**config.mk**
```make
export PLATFORM = sky130hd
export DESIGN_NAME = fft_input_collector_flat
export DESIGN_NICKNAME = d
export VERILOG_FILES = /design/src/rtl/fft_input_collector_pkg.sv /design/src/rtl/fft_input_collector_if.sv /design/src/rtl/fft_input_collector_frame_bank.sv /design/src/rtl/fft_input_collector.sv /design/src/flat_wrapper.sv
export SDC_FILE = /design/constraint.sdc
export NUM_CORES = 1
export LEC_CHECK = 0
export CAP_MARGIN = 15
export CORE_AREA = 2 2 414 416
export DETAILED_ROUTE_END_ITERATION = 10
export DIE_AREA = 0 0 416 418
export GPL_ROUTABILITY_DRIVEN = 0
export PLACE_DENSITY = 0.46
export SYNTH_ARGS = -nofsm -noshare
export SYNTH_HDL_FRONTEND = slang
export SYNTH_SLANG_ARGS = --single-unit
```
**constraint.sdc**
```tcl
create_clock -name clk -period 38.2 [get_ports clk]
set_input_delay 7.64 -clock clk [delete_from_list [all_inputs] [get_ports clk]]
set_output_delay 7.64 -clock clk [all_outputs]
set_load 0.005 [all_outputs]
```
**src/rtl/fft_input_collector_pkg.sv**
```systemverilog
`default_nettype none
// ============================================================================
// Module : fft_input_collector_pkg
// Brief  : Shared constants, complex word type and bank-state encoding for
//          the FFT input collector.
// Rev    : 1.0  initial release
// ============================================================================
package fft_input_collector_pkg;

    localparam int FFT_N    = 16;
    localparam int IN_W     = 16;
    localparam int IN_FRAC  = 8;
    localparam int OUT_FRAC = 16;
    localparam int ADDR_W   = $clog2(FFT_N);
    localparam int CPLX_W   = 64;
    localparam int FRAME_W  = FFT_N * CPLX_W;
    localparam int CNT_W    = 8;

    typedef struct packed {
        logic [31:0] re;
        logic [31:0] im;
    } cplx_t;

    typedef enum logic [1:0] {
        BANK_EMPTY   = 2'd0,
        BANK_FILLING = 2'd1,
        BANK_FULL    = 2'd2
    } bank_state_t;

    // Exact Q(IN_W-IN_FRAC).IN_FRAC -> Q16.16 conversion, imaginary part zero.
    function automatic cplx_t pack_sample(input logic [IN_W-1:0] s);
        cplx_t c;
        c.re = {{(32-IN_W){s[IN_W-1]}}, s} << (OUT_FRAC - IN_FRAC);
        c.im = 32'h0;
        return c;
    endfunction

endpackage
`default_nettype wire

```
**src/rtl/fft_input_collector_if.sv**
```systemverilog
`default_nettype none
// ============================================================================
// Module : fft_input_collector_if
// Brief  : Sample-in / frame-out handshake bundle for the FFT input collector.
// Rev    : 1.0  initial release
// ============================================================================
interface fft_input_collector_if;
    import fft_input_collector_pkg::*;

    logic                in_valid;
    logic                in_ready;
    logic [IN_W-1:0]     in_data;
    logic                clear;
    logic                frame_valid;
    logic                frame_ready;
    logic [FRAME_W-1:0]  frame_data;
    logic [CNT_W-1:0]    frame_cnt;

    modport master (
        output in_valid, in_data, clear, frame_ready,
        input  in_ready, frame_valid, frame_data, frame_cnt
    );

    modport slave (
        input  in_valid, in_data, clear, frame_ready,
        output in_ready, frame_valid, frame_data, frame_cnt
    );

endinterface
`default_nettype wire

```
**src/rtl/fft_input_collector_frame_bank.sv**
```systemverilog
`default_nettype none
// ============================================================================
// Module : fft_frame_bank
// Brief  : FFT_N x IN_W sample register file; raw samples are stored and
//          converted to packed complex words on the flat read port.
// Rev    : 1.0  initial release
// ============================================================================
module fft_frame_bank
    import fft_input_collector_pkg::*;
(
    input  wire logic                clk,
    input  wire logic                rst,
    input  wire logic                i_we,
    input  wire logic [ADDR_W-1:0]   i_addr,
    input  wire logic [IN_W-1:0]     i_data,
    output logic      [FRAME_W-1:0]  o_frame
);

    logic [IN_W-1:0] r_mem [FFT_N];

    always_ff @(posedge clk or posedge rst) begin
        if (rst) begin
            for (int i = 0; i < FFT_N; i++) begin
                r_mem[i] <= '0;
            end
        end else if (i_we) begin
            r_mem[i_addr] <= i_data;
        end
    end

    generate
        for (genvar k = 0; k < FFT_N; k++) begin : g_word
            assign o_frame[k*CPLX_W +: CPLX_W] = pack_sample(r_mem[k]);
        end
    endgenerate

endmodule
`default_nettype wire

```
**src/rtl/fft_input_collector.sv**
```systemverilog
`default_nettype none
// ============================================================================
// Module : fft_input_collector
// Brief  : Serial-to-parallel, double-buffered frame collector feeding the
//          16-point FFT stage chain.
// Rev    : 1.0  initial release
// ============================================================================
module fft_input_collector
    import fft_input_collector_pkg::*;
(
    input  wire logic           clk,
    input  wire logic           rst,
    fft_input_collector_if.slave bus
);

    localparam logic [ADDR_W-1:0] c_LAST_ADDR = ADDR_W'(FFT_N - 1);

    logic                r_run;
    bank_state_t         r_state     [2];
    bank_state_t         w_state_nxt [2];
    logic [ADDR_W-1:0]   r_wr_ptr;
    logic                r_wr_bank;
    logic                r_rd_bank;
    logic [CNT_W-1:0]    r_frame_cnt;
    logic [FRAME_W-1:0]  w_bank_frame [2];

    logic                w_in_ready;
    logic                w_frame_valid;
    logic                w_handoff;
    logic                w_wr;
    logic                w_last;

    // r_run holds in_ready low until the first clock edge after reset release.
    assign w_in_ready    = r_run && (r_state[r_wr_bank] != BANK_FULL);
    assign w_frame_valid = (r_state[r_rd_bank] == BANK_FULL);
    assign w_handoff     = w_frame_valid && bus.frame_ready;
    assign w_wr          = bus.in_valid && w_in_ready && !bus.clear;
    assign w_last        = (r_wr_ptr == c_LAST_ADDR);

    generate
        for (genvar b = 0; b < 2; b++) begin : g_bank
            fft_frame_bank u_bank (
                .clk     (clk),
                .rst     (rst),
                .i_we    (w_wr && (r_wr_bank == 1'(b))),
                .i_addr  (r_wr_ptr),
                .i_data  (bus.in_data),
                .o_frame (w_bank_frame[b])
            );
        end
    endgenerate

    // Handoff only touches a FULL bank and writes only touch a non-FULL bank,
    // so the two updates never collide on the same bank.
    always_comb begin
        for (int b = 0; b < 2; b++) begin
            w_state_nxt[b] = r_state[b];
            if (w_handoff && (r_rd_bank == 1'(b))) begin
                w_state_nxt[b] = BANK_EMPTY;
            end
            if (r_wr_bank == 1'(b)) begin
                if (bus.clear) begin
                    if (r_state[b] == BANK_FILLING) begin
                        w_state_nxt[b] = BANK_EMPTY;
                    end
                end else if (w_wr) begin
                    w_state_nxt[b] = w_last ? BANK_FULL : BANK_FILLING;
                end
            end
        end
    end

    always_ff @(posedge clk or posedge rst) begin
        if (rst) begin
            r_state[0] <= BANK_EMPTY;
            r_state[1] <= BANK_EMPTY;
        end else begin
            r_state[0] <= w_state_nxt[0];
            r_state[1] <= w_state_nxt[1];
        end
    end

    always_ff @(posedge clk or posedge rst) begin
        if (rst) begin
            r_run       <= 1'b0;
            r_wr_ptr    <= '0;
            r_wr_bank   <= 1'b0;
            r_rd_bank   <= 1'b0;
            r_frame_cnt <= '0;
        end else begin
            r_run <= 1'b1;
            if (bus.clear) begin
                r_wr_ptr <= '0;
            end else if (w_wr) begin
                r_wr_ptr <= r_wr_ptr + 1'b1;
                if (w_last) begin
                    r_wr_bank <= ~r_wr_bank;
                end
            end
            if (w_handoff) begin
                r_rd_bank   <= ~r_rd_bank;
                r_frame_cnt <= r_frame_cnt + 1'b1;
            end
        end
    end

    assign bus.in_ready    = w_in_ready;
    assign bus.frame_valid = w_frame_valid;
    assign bus.frame_data  = w_bank_frame[r_rd_bank];
    assign bus.frame_cnt   = r_frame_cnt;

endmodule
`default_nettype wire
```
**src/flat_wrapper.sv**
```systemverilog
// flat-port wrapper written by rule: the top's interface ports become plain ports
module fft_input_collector_flat import fft_input_collector_pkg::*;
  (clk, rst, bus_in_valid, bus_in_data, bus_clear, bus_frame_ready, bus_in_ready, bus_frame_valid, bus_frame_data, bus_frame_cnt);
  fft_input_collector_if bus_i ();
  input  wire logic clk;
  input  wire logic rst;
  input wire logic [$bits(bus_i.in_valid)-1:0] bus_in_valid;
  input wire logic [$bits(bus_i.in_data)-1:0] bus_in_data;
  input wire logic [$bits(bus_i.clear)-1:0] bus_clear;
  input wire logic [$bits(bus_i.frame_ready)-1:0] bus_frame_ready;
  output wire logic [$bits(bus_i.in_ready)-1:0] bus_in_ready;
  output wire logic [$bits(bus_i.frame_valid)-1:0] bus_frame_valid;
  output wire logic [$bits(bus_i.frame_data)-1:0] bus_frame_data;
  output wire logic [$bits(bus_i.frame_cnt)-1:0] bus_frame_cnt;
  assign bus_i.in_valid = bus_in_valid;
  assign bus_i.in_data = bus_in_data;
  assign bus_i.clear = bus_clear;
  assign bus_i.frame_ready = bus_frame_ready;
  assign bus_in_ready = bus_i.in_ready;
  assign bus_frame_valid = bus_i.frame_valid;
  assign bus_frame_data = bus_i.frame_data;
  assign bus_frame_cnt = bus_i.frame_cnt;
  fft_input_collector u_core (.clk(clk), .rst(rst), .bus(bus_i));
endmodule
```
[Yosys cells after proc, flatten, opt, wreduce, memory -nomap -nowiden]
Index checks and enable logic that the tools add are counted.
Storage, ports and cells
  register bits after elaboration: 531
  latch bits: 0
  RAM bits: 0
  bits in read-only memories: 0
  input bits: 21
  output and inout port bits: 1034
  word-level logic and storage cells: 94
  memories kept: 0
Operators by class
  add/subtract/negate cells: 2
  multiply operators: 0
  div/mod/pow operators: 0
  magnitude comparators: 4
  equal/unequal tests: 5
  shift operators: 0
  muxes and demuxes: 26
  bitwise logic cells: 6
  reduce and logical (&&, ||, !) cells: 12
Operators by type and width (number)
  two-way mux 1024 bit: 3
  bitwise mux 256 bit: 2
  demux 16 bit (select 4 bit): 1
  two-way mux 2 bit: 17
  two-way mux 16 bit: 1
  logical AND 1 bit: 9
  adder 8 x 1 -> 8 bit (second input constant): 1
  two-way mux 4 bit: 2
  >= comparator 5 bit (second input constant): 1
  less-than comparator 5 x 1 -> 1 bit (second input constant): 1
  NOT 4 -> 5 bit: 1
  adder 4 x 1 -> 4 bit (second input constant): 1
  == test 2 x 1 -> 1 bit (second input constant): 2
  == test 4 bit (second input constant): 1
  >= comparator 2 bit (second input constant): 2
  NOT 1 -> 2 bit: 2
  NOT 1 bit: 3
  AND reduction 3 bit: 1
  == test 2 bit (second input constant): 1
  != test 2 bit (second input constant): 1
  nonzero test 2 bit: 1
  zero test 1 bit: 1

[Logic depth before layout (Yosys ltp)]
Gate-level depths: netlist (run 1).
  word-level depth: 11
  depth in mapped cells: 7
  mapped depth without buffers: 6

[Cells and area by module]
A second synthesis (run 1) with hierarchy kept.
Unflattened totals
  cell total of the unflattened synthesis: 3909
  area, all modules: 44124.8 um2
By module, submodules not included
  fft_frame_bank: instances 2, cells each 1344, area each 15418.5 um2, sequential area each 6406.1 um2
  fft_input_collector: instances 1, cells each 1221, area each 13287.7 um2, sequential area each 475.5 um2

[Worst setup path before layout (run 1)]
Ideal clock, no wire load.
  kind: reg-to-output
  start: reg u_core.r_rd_bank
  end: out bus_frame_data[120]
  arrival: 1.820 ns
  required time: 30.560 ns
  path slack: 28.740 ns
  stages on the path, launching flop included: 6
  path buffers: 4
  cell sequence: dfrtp_1 > clkbuf_1 > clkbuf_1 > clkbuf_1 > mux2_2 > buf_4
On the way
  cells in the longest elaborated chain, start to end: 4
RTL lines
  start, declared: RTL line fft_input_collector.sv:23  | logic r_rd_bank;
  start signal, assigned: RTL line fft_input_collector.sv:101  | r_rd_bank <= ~r_rd_bank;
  NOT 1 -> 2 bit (implied by the code): RTL line fft_input_collector.sv:109  | assign bus.frame_data = w_bank_frame[r_rd_bank];
  two-way mux 1024 bit (implied by the code) (3 in series): RTL line fft_input_collector.sv:109
  end, declared: RTL line flat_wrapper.sv:13  | output wire logic [$bits(bus_i.frame_data)-1:0] bus_frame_data;
No other way between the ends. The select of a mux whose other input is x is not followed.

[Worst setup path after layout (run 1)]
  start: reg u_core.r_rd_bank
  end: out bus_frame_data[695]
The elaborated chain is that of the path after synthesis.

==> metrics, run 1 <==
status=completed; post-route DRC violation count=0; Starting DRT DRC Count=between 400 and 500; vias=roughly 16000; Yosys reg bits=about 530; Worst Setup Start Kind=flop; layout cells sized above 1=between 30% and 40%; hold_ws=a little under 0.5 ns; post_cts resized=0; gr usage total=9.21%; RSZ-0062 raised after global routing=false; largest family of logic cells by synthesized area=multiplexers; Sequential cell area=0.0133 mm²; P per Cell Area=38.8 mW/mm²; EDFF count, synth=0; number of stages on the worst setup path=5; num ports=roughly 1100; Initial Util=approximately 17%; Crit Path Category=flop to output port; slowest stage delay, CP=0.89 ns; Post-CTS Hold Buffers=0; post-synthesis async set-or-reset flop share=100%; Top delay family on crit path=buffers and inverters; H-tree lvl count=3; Critical path origin=u_core.r_rd_bank; r2r worst-path depth=5; Clock Latency Late Sink=between 0.6 and 0.7 ns; WHS Path Cells=1; VDD IR-drop max=approximately 0.000028 V; Clock power frac=about 49%; largest net degree at the start of global routing=about 150; synth unique cells=40; total CTS buffers=67; Most common cell on crit path=buf_4; drt first pass iters=4; TNS Setup=0 ns; filler cell count=roughly 18000; Hold Path Origin=u_core.bus.frame_cnt[7]; Die X=416 µm; worst path cell trace=buf_4, buf_4, buf_4, mux2_2, clkdlybuf4s50_1; chip height=418 µm; Psw=roughly 340 µW; Post-Synth Simple-Gate Area=between 2 and 3%; CP Capture Type=output port; CTS tree=built; CTS Buffer Depth=3; worst slew pin tran=1.13 ns; slowest stage cell, crit path=dfrtp_4; grt ovf=0; Sink Count=approximately 530; area delta synth->final=18.9%; Setup-failing EPs final=0; Tcrit/Tclk final=around a third; Synth area leaders=dfrtp_1 45%, mux2_2 29%, buf_4 20%; Adder-Cell Fraction of Synth Area=less than 1%; antenna cells=0; leak pwr=0.0167 µW; FMAX=around 80 MHz; Routed WL=between 80000 and 90000 µm; Detailed Place HPWL=slightly below 60000 µm; clock slew at reported path FFs=around 0.06 ns; # port buffers=between 400 and 500; Slew Viols, Final=0; Yosys top cell by area=dfrtp_1; part of the power in registers=between 40% and 50%; Internal=a little over 1000 µW; Synth top area share=45.0%; first-pass GRT wire length=roughly 120000 µm; Data arrival, critical path=4.90 ns; Mapped Cells=2311; FP Rows=151; WP buf/inv=4; crit path max fanout=55; post-route ant nets=0; Rel. slew slack=about 25%; Synth Flop Type=dfrtp_1; total setup buffers inserted after CTS=0; Compound-Gate Fraction of Synth Area=less than 1%; switching part of the total=25.2%; core area=between 0.15 and 0.2 mm²; max cap viols=0; sequential area share after synthesis=45.0%; yosys warns=0; Hold Violations, Final=0; area of the die=0.174 mm²; Final min period=12.54 ns; Avg Inst Size Synth=roughly 13 µm²; Cell Area, Synth=0.0295 mm²; WP data required=just over 30 ns; clk_skew=roughly 0.027 ns; Crit Reg-Reg Startpoint=u_core.r_wr_bank; DR vias/cell=3.26; NumNets Final=2622; mux cell area share after synthesis=29.4%; Hold Crit Class=flop to flop; Root Driver=clkbuf_16; vias in the first global route=15661; wire length per cell=~17 µm; Multi-input gate area=0.0121 mm²; post-synthesis xor/xnor area fraction=0.267%; Gate power share=under 10%; initial antenna violation count=2
[kinds of logic after synthesis]
logic type | Yosys count
flops | 531
compound gates | 16
mux | 769
fa+ha+maj | 5
other cells | 2
xor+xnor | 9
buf+inv | 894
simple gates | 85
[worst paths after layout]
path | to | slack [ns]
max | bus_frame_data[695] | 25.66
min | u_core.bus.frame_cnt[7] | 0.48
max reg2reg | u_core.g_bank[1].u_bank.o_frame[232] | 35.10
min reg2reg | u_core.bus.frame_cnt[7] | 0.48
min in group asynchronous | u_core.g_bank[1].u_bank.o_frame[373] | 7.53
max in group asynchronous | u_core.g_bank[0].u_bank.o_frame[429] | 26.26
[cell usage after synthesis (5+ instances only)]
cell,count
xnor2_1,9
mux2_2,763
ha_1,5
o21ai_0,7
buf_6,28
mux2_1,5
buf_4,773
clkbuf_1,81
nand3_1,6
nand4_1,7
nor3_4,28
nor2b_1,7
dfrtp_1,531
inv_1,6
nand2_1,12
[layout make-up]
cell class              count  area share, %
inverters                   6         0.0856
repair buffers            465           12.8
multi-input cells        1525           34.6
well taps                2218           7.91
flip-flops and latches    531           37.9
clock inverters            27           1.20
clock buffers              92           5.48
[cell usage in the layout, fill, tap and decap left out, drive strengths merged]
master and instances:
dfrtp 531, clkinv 17, mux2i 1, nor4b 1, clkbuf 92, or2 1, nor2 4, a31oi 1
a31o 3, mux2 768, a311o 1, nor3b 1, or3b 1, nor2b 7, nand3 7, bufinv 5
inv 10, nor4bb 1, conb 641, clkdlybuf4s50 406, buf 59, nand2b 4, a21o 1, nand4 7
nor3 33, and2b 1, nand3b 1, and3b 1, or3 1, o21ai 7, xnor2 9, nand2 12
a21oi 3, clkinvlp 1, and3 2, ha 5
[power groups by stage]
stage                     sequential (µW)  combinational (µW)  clock, µW
after floorplan                       590                 113          0
after global placement                591                 118          0
after detailed placement              591                 118          0
after CTS                             581                 119        691
after global routing                  583                 129        713
final                                 581                 117        664
[metrics by stage]
| step | std cells | cell area, µm² | util [%] | power [µW] | worst slack (ns) |
|---|---|---|---|---|---|
| floorplan | 2950 | 31900 | - | 703 | 15.72 |
| global placement | 4745 | 32700 | 19.4 | 709 | 25.32 |
| detailed placement | 4745 | 32700 | 19.4 | 710 | 25.33 |
| CTS | 4864 | 35100 | 20.7 | 1390 | 25.44 |
| global route | 4864 | 35100 | 20.7 | 1420 | 25.32 |
| finish | 4864 | 35100 | 20.7 | 1360 | 25.66 |
[per-layer routing]
| metal | share of wire [%] | wire, µm | GRT usage (%) | vias up |
|---|---|---|---|---|
| met2 | 55 | 46000 | 17.3 | 525 |
| met4 | 2.0 | 1650 | 2.72 | 0 |
| met3 | 4.2 | 3490 | 1.75 | 84 |
| met1 | 39 | 32100 | 10.4 | 8247 |
| li1 | - | - | - | 6978 |
| met5 | 0 | 0 | 0 | - |
[worst register-to-register path, stage by stage (launching register included)]
cell	delay, ns
dfrtp_1	0.51
and3b_1	0.28
or3b_4	0.75
nor3_4	0.74
buf_4	0.33
mux2_2	0.37
[sequential cells by signal, summed over array words and instances, names as in the netlist]
register,cells
u_core.bus.frame_cnt,8
u_core.g_bank.u_bank.o_frame,512
u_core.r_rd_bank,1
u_core.r_run,1
u_core.r_state,4
u_core.r_wr_bank,1
u_core.r_wr_ptr,4
Note: power is estimated with default switching activity, not from simulation.
==> inputs of run 2 (changes only) <==
Settings changed: PLACE_DENSITY 0.46 to 0.47.
Clock period 38.2 ns to 10.9 ns, I/O delays scaled along.
==> run 2 against run 1 <==
Effect of this change: total power grew to 3.5 times the previous value; count of clock-buffer cells in the layout grew 4; non-clock buffer count grew 1; first-iteration DRC count grew 22%; setup slack lost 21 ns; global-route usage grew 0.21 points; clock skew grew 0.012 ns; final area shrank 0.16%; via count grew 0.26%; sequential share of layout area grew 0.060 points; critical endpoint is now bus_frame_data[574].
==> metrics, run 2 (same netlist as run 1, synthesis figures left out) <==
Top delay family on crit path=buffers and inverters; Tcrit/Tclk final=roughly 58%; H-tree lvl count=3; # port buffers=414; largest net degree at the start of global routing=approximately 170; post_cts resized=0; gr usage total=a little under a tenth; Placed Area=0.0328 mm²; RSZ-0062 raised after global routing=false; DR vias/cell=between 3 and 4; core area=around 0.17 mm²; initial antenna violation count=7; drt first pass iters=4; post-route cell area=0.0350 mm²; filler cell count=18077; CP Capture Type=output port; CTS tree=built; grt ovf=0; worst path cell trace=buf_4, buf_12, mux2_2, clkdlybuf4s50_1; wire length per cell=17.5 µm; Hold Violations, Final=0; Detailed Place HPWL=approximately 58000 µm; Root Driver=clkbuf_16; Clock Latency Late Sink=between 0.6 and 0.7 ns; vias in the first global route=roughly 16000; non-filler cells, final=~5000; Initial Util=~17%; total setup buffers inserted after CTS=0; TNS Setup=0 ns; Post-CTS Hold Buffers=0; fin util=20.7%; leak pwr=around 0.017 µW; slowest stage delay, CP=1.08 ns; Setup-failing EPs final=0; area of the die=around 0.17 mm²; NumNets Final=2623; clk_skew=slightly below 0.04 ns; layout cells sized above 1=36.6%; num ports=approximately 1100; max cap viols=0; status=completed; vias=between 15000 and 20000; P per Cell Area=roughly 140 mW/mm²; WP buf/inv=3; post-route DRC violation count=0; Rel. slew slack=between 20% and 30%; Starting DRT DRC Count=571; Final min period=about 6.3 ns; area delta synth->final=18.7%; Die X=416 µm; max reg flops=~510; R2R Setup Slk=7.78 ns; Data arrival, critical path=around 4 ns; Sink Count=around 530; Routed WL=between 80000 and 90000 µm; chip height=about 420 µm; commonest non-fill, non-tap cell in the layout=mux2_2; clock slew at reported path FFs=0.06 ns; total CTS buffers=67; Hold Crit Class=flop to flop; post-route ant nets=0; commonest cells after routing, fill and taps aside=763 x mux2_2, 641 x conb_1, 530 x dfrtp_1; crit path max fanout=122; WP data required=8.72 ns; Worst Setup Start Kind=flop; VDD IR-drop max=about 0.000096 V; CTS Buffer Depth=3; FP Rows=roughly 150; FMAX=between 150 and 200 MHz; slowest stage cell, crit path=dfrtp_4; Slew Viols, Final=0; first-pass GRT wire length=118000 µm; Crit Path Category=flop to output port; worst slew pin tran=1.15 ns; Post-Place Cells=4746
run 2: worst paths after layout:
check,startpoint,end,cells after the start
max,u_core.r_rd_bank,bus_frame_data[574],4
min,u_core.bus.frame_cnt[7],u_core.bus.frame_cnt[7],1
max reg2reg,u_core.r_wr_bank,u_core.g_bank[0].u_bank.o_frame[1005],6
min reg2reg,u_core.bus.frame_cnt[7],u_core.bus.frame_cnt[7],1
max in group asynchronous,rst,u_core.g_bank[1].u_bank.o_frame[1005],5
min in group asynchronous,rst,u_core.g_bank[1].u_bank.o_frame[371],3
run 2: area by class of cell:
type / count / area, µm² / area share, %
flip-flops and latches: 531 / 13300 / 38.0
diodes: 1 / 2.50 / 0.00715
clock inverters: 20 / 283 / 0.808
clock buffers: 96 / 1950 / 5.56
multi-input cells: 1525 / 12100 / 34.6
repair buffers: 466 / 4560 / 13.0
well taps: 2218 / 2780 / 7.93
inverters: 6 / 26.3 / 0.0750
run 2: worst reg2reg max path, delay by kind of cell, from the launching register on:
family,cells,cell delay (ns)
buf+inv,2,0.74
flops,1,0.50
simple gates,3,1.36
mux,1,0.37
run 2: routing by layer:
metal	global-route usage (%)	share of wire, %
met3	2.00	4.4
met5	0	0
met1	11.0	40
met2	17.2	54
met4	2.54	2.0
run 2: per-stage QoR:
stage / total power [µW] / setup slack (ns) / hold WS [ns]
2_1_floorplan: 2470 / 1.50 / 0.454
3_3_place_gp: 2500 / 5.16 / 0.469
3_5_place_dp: 2500 / 5.16 / 0.472
4_1_cts: 4830 / 4.42 / 0.480
5_1_grt: 4960 / 4.31 / 0.501
6_report: 4730 / 4.60 / 0.481
run 2: power breakdown:
group          internal, µW  switching (µW)
combinational           180             240
sequential             2020            21.7
clock                  1370             911
==> inputs of run 3 (changes only) <==
Settings changed: PLACE_DENSITY 0.47 to 0.46.
Clock period 10.9 ns to 6.33 ns, I/O delays scaled along.
==> run 3 against run 2 <==
Effect of this change: via count decreased by 0.71%; utilization is 0.070 points higher; sequential power increased by 72%; register-to-register slack got worse by 4.6 ns; non-clock buffer count increased by 3; hold slack worse by 0.0022 ns; critical path type unchanged; global-route usage decreased by 0.16 points; final cell count is 0.12% higher; clock power rose by 79%; setup slack worse by 2.8 ns.
==> metrics, run 3 (same netlist as run 1, synthesis figures left out) <==
status=completed; Tcrit/Tclk final=71.2%; post-route ant nets=0; post_cts resized=0; Post-CTS Hold Buffers=0; VDD IR-drop max=around 0.00015 V; total CTS buffers=66; Data arrival, critical path=roughly 3.2 ns; vias in the first global route=15426; first-pass GRT wire length=116000 µm; chip height=about 420 µm; # port buffers=414; H-tree lvl count=3; Multi-input gate area=between 0.01 and 0.015 mm²; TNS Setup=0 ns; Gate power share=under 10%; Sequential cell area=0.0133 mm²; gr usage total=9.25%; filler cell count=roughly 18000; post-route DRC violation count=0; area of the die=0.174 mm²; commonest cells after routing, fill and taps aside=763 x mux2_2, 641 x conb_1, 530 x dfrtp_1; RSZ-0062 raised after global routing=false; num ports=between 1000 and 1500; Post-Place Cells=4749; Crit Path Category=flop to output port; Initial Util=between 10% and 20%; core area=between 0.15 and 0.2 mm²; Detailed Place HPWL=slightly below 60000 µm; Sink Count=~530; switching part of the total=24.9%; clk_skew=0.0299 ns; Worst Setup Start Kind=flop; Die X=416 µm; Psw=2060 µW; hold_ws=0.479 ns; Slew Viols, Final=0; Hold Violations, Final=0; wire length per cell=roughly 17 µm; WP data required=approximately 5 ns; Clock Latency Late Sink=about 0.66 ns; non-filler cells, final=about 4900; leak pwr=about 0.017 µW; fin util=about a fifth; worst slew pin tran=approximately 1.1 ns; max reg flops=slightly above 500; Setup-failing EPs final=0; FMAX=between 200 and 250 MHz; Routed WL=84300 µm; Root Driver=clkbuf_16; layout cells sized above 1=36.7%; Internal=6220 µW; grt ovf=0; Final min period=4.51 ns; NumNets Final=2625; largest net degree at the start of global routing=about 160; area delta synth->final=19.1%; drt first pass iters=4; Clock power frac=49.1%; initial antenna violation count=2; commonest non-fill, non-tap cell in the layout=mux2_2; total setup buffers inserted after CTS=0; Hold Crit Class=flop to flop; CTS Buffer Depth=3; max cap viols=0; P per Cell Area=236 mW/mm²; Rel. slew slack=24.2%; DR vias/cell=roughly 3.2; CTS tree=built; crit path max fanout=37; Starting DRT DRC Count=590; clock slew at reported path FFs=approximately 0.06 ns; FP Rows=roughly 150; part of the power in registers=42.3%; CP Capture Type=output port; vias=15762
-- run 3: cell count changes in the layout (fill, tap and decap cells not counted), sizes merged --
cell           previous run  this run
bufinv                    5         9
clkbuf                   96        86
clkdlybuf4s50           403       406
clkinv                    9        14
diode                     1         3
inv                       9        11
-- run 3: worst max-delay path, stage by stage, from the launching register on --
cell and delay [ns]:
dfrtp_1 0.50, nor3b_1 0.39, or3b_4 0.91, inv_1 0.25, clkdlybuf4s50_1 0.55
-- run 3: cell type report --
cell class,instances,area share (%)
inverter,6,0.0748
multi-input combinational,1525,34.5
tap,2218,7.90
sequential,531,37.8
clock buffer,86,5.20
antenna,3,0.0214
clock inverter,31,1.39
timing repair buffer,469,13.1
-- run 3: path summary, 6_finish.rpt --
kind	from	cells past startpoint	slack, ns	end
setup / recovery	u_core.r_wr_bank	4	1.82	bus_in_ready
hold / removal	u_core.bus.frame_cnt[7]	1	0.48	u_core.bus.frame_cnt[7]
setup reg to reg	u_core.r_wr_bank	4	3.17	u_core.g_bank[1].u_bank.o_frame[303]
hold reg to reg	u_core.bus.frame_cnt[7]	1	0.48	u_core.bus.frame_cnt[7]
max in group asynchronous	rst	3	3.78	u_core.g_bank[0].u_bank.o_frame[55]
min in group asynchronous	rst	2	1.18	u_core.g_bank[0].u_bank.o_frame[372]
-- run 3: per-layer routing --
metal | GRT usage, % | wire length, µm | part of all wire (%)
met1 | 10.6 | 32900 | 39
met2 | 17.4 | 46400 | 55
met3 | 1.57 | 3200 | 3.8
met4 | 2.73 | 1740 | 2.1
met5 | 0 | 0 | 0
-- run 3: per-stage QoR --
stage               setup slack [ns]  total power (µW)  instance area [µm²]
floorplan                      -2.15              4250                31900
global placement                2.16              4280                32800
detailed placement              2.09              4290                32800
CTS                             1.71              8470                35100
global route                    1.67              8650                35100
finish                          1.82              8280                35100
-- run 3: power by group through the flow --
stage	Sequential (µW)	Clock, µW	Combinational, µW
floorplan	3560	0	685
finish	3500	4070	710
CTS	3500	4240	726
global placement	3560	0	722
detailed placement	3570	0	722
global route	3510	4360	782
